===== src/rtl/spmv_op_issuer_if.sv =====
// Host command port of the SpMV op issuer: a valid/ready handshake carrying one 64-bit PE op.
// master = host (drives cmd_valid, cmd_op; samples cmd_ready), slave = issuer (drives cmd_ready).
interface spmv_op_issuer_if;
    logic        cmd_valid;
    logic [63:0] cmd_op;
    logic        cmd_ready;

    modport master (
        output cmd_valid,
        output cmd_op,
        input  cmd_ready
    );

    modport slave (
        input  cmd_valid,
        input  cmd_op,
        output cmd_ready
    );
endinterface


===== src/rtl/spmv_op_issuer.sv =====
// Host-side head of the SpMV PE op ring: buffers host ops in a FIFO, issues one per cycle to PE 0,
// and fences after each STEADY op until the returning busy chain shows every PE idle.
// Ports: clk, rst_n (async, active low); cmd (slave: cmd_valid, cmd_op, cmd_ready); abort (sync flush);
// op_out (registered op to PE 0, 0 = NOP); busy_in (busy from last PE); drain_done (fence-complete pulse);
// ring_idle (FIFO empty, issuing, ring not busy).
module spmv_op_issuer #(
    parameter int NUM_PE = 8,
    parameter int DEPTH  = 4
) (
    input  logic            clk,
    input  logic            rst_n,
    spmv_op_issuer_if.slave cmd,
    input  logic            abort,
    output logic [63:0]     op_out,
    input  logic            busy_in,
    output logic            drain_done,
    output logic            ring_idle
);

    localparam int AW = (DEPTH > 1) ? $clog2(DEPTH) : 1;
    localparam int CW = AW + 1;

    localparam logic [CW-1:0] FULL_CNT   = CW'(DEPTH);
    localparam logic [7:0]    HOLD_LOAD  = 8'(NUM_PE + 3);
    localparam logic [6:0]    OPC_STEADY = 7'd2;

    localparam logic [1:0] ST_ISSUE   = 2'd0;
    localparam logic [1:0] ST_HOLDOFF = 2'd1;
    localparam logic [1:0] ST_DRAIN   = 2'd2;

    logic [63:0]   mem_q [DEPTH];
    logic [AW-1:0] wr_ptr_q, wr_ptr_d;
    logic [AW-1:0] rd_ptr_q, rd_ptr_d;
    logic [CW-1:0] count_q, count_d;
    logic [1:0]    state_q, state_d;
    logic [7:0]    hold_q, hold_d;
    logic [63:0]   op_q, op_d;
    logic          drain_q, drain_d;

    logic          empty;
    logic          push;
    logic          pop;
    logic [63:0]   head;

    assign empty         = (count_q == '0);
    assign cmd.cmd_ready = (count_q != FULL_CNT);
    assign head          = mem_q[rd_ptr_q];

    // Abort wins over everything: a push offered alongside it is dropped.
    assign push = cmd.cmd_valid & cmd.cmd_ready & ~abort;
    assign pop  = (state_q == ST_ISSUE) & ~empty & ~abort;

    assign op_out     = op_q;
    assign drain_done = drain_q;
    assign ring_idle  = empty & (state_q == ST_ISSUE) & ~busy_in;

    always_comb begin
        wr_ptr_d = wr_ptr_q;
        rd_ptr_d = rd_ptr_q;
        count_d  = count_q;
        state_d  = state_q;
        hold_d   = hold_q;
        op_d     = '0;
        drain_d  = 1'b0;

        if (abort) begin
            wr_ptr_d = '0;
            rd_ptr_d = '0;
            count_d  = '0;
            state_d  = ST_ISSUE;
        end else begin
            if (push) begin
                wr_ptr_d = wr_ptr_q + AW'(1);
            end
            if (pop) begin
                rd_ptr_d = rd_ptr_q + AW'(1);
            end

            unique case ({push, pop})
                2'b10:   count_d = count_q + CW'(1);
                2'b01:   count_d = count_q - CW'(1);
                default: count_d = count_q;
            endcase

            unique case (state_q)
                ST_ISSUE: begin
                    if (pop) begin
                        op_d = head;
                        if (head[6:0] == OPC_STEADY) begin
                            hold_d  = HOLD_LOAD;
                            state_d = ST_HOLDOFF;
                        end
                    end
                end
                // busy_in is not trusted yet: STEADY status is still in flight.
                ST_HOLDOFF: begin
                    hold_d = hold_q - 8'd1;
                    if (hold_q <= 8'd1) begin
                        state_d = ST_DRAIN;
                    end
                end
                ST_DRAIN: begin
                    if (!busy_in) begin
                        drain_d = 1'b1;
                        state_d = ST_ISSUE;
                    end
                end
                default: begin
                    state_d = ST_ISSUE;
                end
            endcase
        end
    end

    always_ff @(posedge clk or negedge rst_n) begin
        if (!rst_n) begin
            wr_ptr_q <= '0;
            rd_ptr_q <= '0;
            count_q  <= '0;
            state_q  <= ST_ISSUE;
            hold_q   <= '0;
            op_q     <= '0;
            drain_q  <= 1'b0;
        end else begin
            wr_ptr_q <= wr_ptr_d;
            rd_ptr_q <= rd_ptr_d;
            count_q  <= count_d;
            state_q  <= state_d;
            hold_q   <= hold_d;
            op_q     <= op_d;
            drain_q  <= drain_d;
        end
    end

    always_ff @(posedge clk or negedge rst_n) begin
        if (!rst_n) begin
            for (int i = 0; i < DEPTH; i++) begin
                mem_q[i] <= '0;
            end
        end else if (push) begin
            mem_q[wr_ptr_q] <= cmd.cmd_op;
        end
    end

endmodule


===== src/flat_wrapper.sv =====
// flat-port wrapper written by rule: the top's interface ports become plain ports
module spmv_op_issuer_flat 
#(
    parameter int NUM_PE = 8,
    parameter int DEPTH  = 4
)
  (clk, rst_n, abort, op_out, busy_in, drain_done, ring_idle, cmd_cmd_valid, cmd_cmd_op, cmd_cmd_ready);
  spmv_op_issuer_if cmd_i ();
  input  logic clk;
  input  logic rst_n;
  input  logic abort;
  output logic [63:0] op_out;
  input  logic busy_in;
  output logic drain_done;
  output logic ring_idle;
  input wire logic [$bits(cmd_i.cmd_valid)-1:0] cmd_cmd_valid;
  input wire logic [$bits(cmd_i.cmd_op)-1:0] cmd_cmd_op;
  output wire logic [$bits(cmd_i.cmd_ready)-1:0] cmd_cmd_ready;
  assign cmd_i.cmd_valid = cmd_cmd_valid;
  assign cmd_i.cmd_op = cmd_cmd_op;
  assign cmd_cmd_ready = cmd_i.cmd_ready;
  spmv_op_issuer #(.NUM_PE(NUM_PE), .DEPTH(DEPTH)) u_core (.clk(clk), .rst_n(rst_n), .cmd(cmd_i), .abort(abort), .op_out(op_out), .busy_in(busy_in), .drain_done(drain_done), .ring_idle(ring_idle));
endmodule

===== config.mk =====
export PLATFORM = sky130hd
export DESIGN_NAME = spmv_op_issuer_flat
export DESIGN_NICKNAME = d
export VERILOG_FILES = /design/src/rtl/spmv_op_issuer_if.sv /design/src/rtl/spmv_op_issuer.sv /design/src/flat_wrapper.sv
export SDC_FILE = /design/constraint.sdc
export NUM_CORES = 1
export LEC_CHECK = 0
export CORE_AREA = 5 5 243 245
export CTS_CLUSTER_DIAMETER = 60
export DETAILED_ROUTE_END_ITERATION = 8
export DIE_AREA = 0 0 248 250
export MAX_ROUTING_LAYER = met4
export PLACE_DENSITY_LB_ADDON = 0.12
export SLEW_MARGIN = 15
export SYNTH_ARGS = -nofsm -noshare
export SYNTH_HDL_FRONTEND = slang
export SYNTH_SLANG_ARGS = --single-unit

===== constraint.sdc =====
create_clock -name clk -period 2 [get_ports clk]
set_input_delay 0.3 -clock clk [delete_from_list [all_inputs] [get_ports clk]]
set_output_delay 0.3 -clock clk [all_outputs]
set_load 0.03 [all_outputs]

==> results.yml, run 1 <==
yosys:
  yosysSeqAreaShare: 0.6031
  syn_area_per_cell_um2: 16.23
  netlist_area_um2: 14020
  synth_common_cells: "dfrtp_1, mux2_1, nor2b_1, mux4_2, buf_2"
  yosys-top-cells-area: "dfrtp_1, mux2_1, mux4_2"
  netlist.area_leader.share: 0.6031
  synthArstFlopShare: 1.000
  synth-edff-count: 0
  ys_seq_elements: 338
  syn-num-nets: 940
  yosys.area.top_type: "dfrtp_1"
  yosys_warnings: 0
  yosys.cell_count.top_type: "dfrtp_1"
  synth-main-ff-cell: "dfrtp_1"
  yosysUniqueCellTypes: 42
  synth_cells: 864
timing:
  tightest_slew_ps: 521.6
  relSlewSlack: 0.6523
  worst_slack_ps: -167.0
  min_period_ps: 2167
  finClkSkew_ps: 16.34
  setup_viol: 45
  fin_hold_ws_ps: 215.6
  hold_viol: 0
  finalSetupTns_ps: -1914
  rsz0062_at_grt: "yes"
  fin_crit_sh: 1.083
  max_freq_ghz: 0.4615
  drv_slew: 0
power:
  power.leakage_nw: 8.790
  ir_drop_v: 0.0006274
  p_per_area_nw_per_um2: 1526
  power_mw: 29.73
drt:
  drt_drc_violations_left: 0
  drt_iter0_markers: 274
  dr.pass1.iters: 4
  wl_um: 38610
  vias: 8176
  via_per_inst: 4.299
  antenna_left: 0
  wire_per_inst_um: 20.30
worst_hold_path:
  worst_hold_path_type: "in2async"
critical_path:
  cp-end-kind: "register"
  critPathLaunchType: "register"
  rr_worst_depth: 6
  critical_path_class: "reg2reg"
  cp.arrival_ps: 2600
  cp_max_fo: 6
  crit_chain: "buf_8 > mux4_2 > nor4_4 > nand2_2 > buf_4 > a221o_1"
  rr_endpoint: "u_core.hold_q[3]$_DFFE_PN0P_"
  startpoint: "u_core.rd_ptr_q[0]$_DFFE_PN0P_"
  crit_required_ps: 2440
  crit_slowest_cell: "mux4_2"
  critPathMaxStageDelay_ps: 550
  endpoint: "u_core.hold_q[3]$_DFFE_PN0P_"
  reg2reg_from: "u_core.rd_ptr_q[0]$_DFFE_PN0P_"
  rrSetupSlack_ps: -170
clock_network:
  cts_made_buffers: 44
  htreeDepth: 2
  path_clk_slew_ps: 60
  clk_latency_ps: 560
  tritoncts: "done"
  cts.path.max_buffers: 3
  cts_root_buffer: "clkbuf_16"
  cts.sinks: 338
cells_and_area:
  n_fill_cell: 5511
  drive_gt1_frac: 0.3171
  syn_to_final_growth_pct: 38.88
  nNetsFinal: 1170
global_route:
  grt_usage: 0.1194
  grt_max_degree: 55
  grt_pass1_vias: 8866
  grt_antenna_before_repair: 7
  grt_pass1_wl_um: 55330
  grt_overflow: 0
floorplan:
  start_util: 0.2464
  fp.dieArea_um2: 62000
  core_um2: 56920
  die_h_um: 250
  row_count: 88
  die_w_um: 248
  io_pins: 136
placement:
  port_buffers: 135
  place_congestion: 0.6977
  hpwl_um: 21960
status:
  violations: "negative setup slack"
  status: "finished, violations left"
run:
  maxCapViolCount: 0
[per-stage QoR]
stage | setup WS [ps] | instances | instance area, um2 | util
floorplan | -93.92 | 864 | 14080 | -
global placement | -435.9 | 1785 | 16950 | 0.2977
detailed placement | -476.2 | 1785 | 16950 | 0.2977
CTS | -176.1 | 1874 | 18570 | 0.3262
global route | -248.3 | 1901 | 19470 | 0.3421
finish | -167.0 | 1902 | 19480 | 0.3421
[logic make-up (layout without fill, tap and decap cells)]
logic type                 after synthesis  in the layout  share of synthesized area
other                                    0              8                          0
and+or+nand+nor                        109            110                    0.04559
buffers and inverters                   56            320                    0.01785
adders and majority gates                7              7                   0.006781
DFF                                    338            338                     0.6031
AOI/OAI and AO/OA                       27             27                    0.01356
muxes                                  322            322                     0.3100
xor gates and xnor gates                 5              5                   0.003123
[repair_timing]
item / CTS / global route
hold buffers: 1 / 0
hold endpoints to repair: 94 / 0
pin swaps: 4 / 10
setup buffers: 7 / 7
setup endpoints to repair: 269 / 206
resized for setup: 17 / 127
cloned: 0 / 14
[where the power goes]
| part | total (mW) | internal [mW] | switching, mW |
|---|---|---|---|
| Sequential | 11.3 | 9.79 | 1.48 |
| Clock | 8.10 | 4.98 | 3.12 |
| Combinational | 10.4 | 6.03 | 4.34 |
[critical path, delay by kind of cell (launching register included)]
kind                   cells  cell delay, ps
multiplexers               1             550
flip-flops                 1             490
AND/OR/NAND/NOR            2             400
buffers and inverters      2             310
AO/OA/AOI/OAI              1             300
[cell usage in the layout, fill, tap and decap left out, drive strengths merged, types with 4 or more instances in the layout]
cell | synthesis | final
mux2 | 258 | 258
clkinv | 0 | 6
inv | 7 | 11
nor2 | 9 | 9
ha | 6 | 6
nor3 | 5 | 5
mux4 | 64 | 64
o21ai | 6 | 6
diode | 0 | 8
buf | 32 | 90
clkdlybuf4s50 | 0 | 129
a31oi | 4 | 4
dfrtp | 338 | 338
clkbuf | 17 | 75
nor2b | 65 | 65
a21oi | 5 | 5
nand2 | 14 | 15
[flip-flops by register name (all words and copies together) (netlist names)]
name               cells
u_core.hold_q          8
u_core.state_q         2
u_core.mem_q         256
u_core.rd_ptr_q        2
u_core.count_q         3
u_core.drain_done      1
u_core.wr_ptr_q        2
u_core.op_out         64
[worst min path at each step]
| stage | from | depth (start not counted) | to |
|---|---|---|---|
| after floorplan | rst_n | 0 | u_core.count_q[0]$_DFFE_PN0P_ |
| after global placement | rst_n | 1 | u_core.mem_q[84]$_DFFE_PN0P_ |
| after detailed placement | rst_n | 1 | u_core.mem_q[84]$_DFFE_PN0P_ |
| after CTS | rst_n | 2 | u_core.mem_q[149]$_DFFE_PN0P_ |
| after global routing | rst_n | 2 | u_core.mem_q[149]$_DFFE_PN0P_ |
| final | rst_n | 2 | u_core.mem_q[149]$_DFFE_PN0P_ |
[cell type report]
class	count	area, um2	area share
antenna	8	20.02	0.001028
clock buffer	66	1325	0.06803
clock inverter	15	173.9	0.008930
inverter	7	26.28	0.001349
multi-input combinational	471	5857	0.3007
sequential	338	8468	0.4348
tap	765	957.2	0.04915
timing repair buffer	232	2649	0.1360
[per-layer routing]
layer / share of wire / up-vias / track usage
met3: 0.054 / 50 / 0.03491
li1: - / 3630 / -
met1: 0.46 / 4356 / 0.1580
met5: 0 / - / -
met4: 0.018 / 0 / 0.02933
met2: 0.47 / 140 / 0.1815
(Power assumes the default switching activity.)
==> run 2, diff against run 1 <==
HOLD_SLACK_MARGIN = 0.1   (was not set)
==> results of run 2 <==
Same layout as run 1: the final DEF is identical, and so are final timing and power.
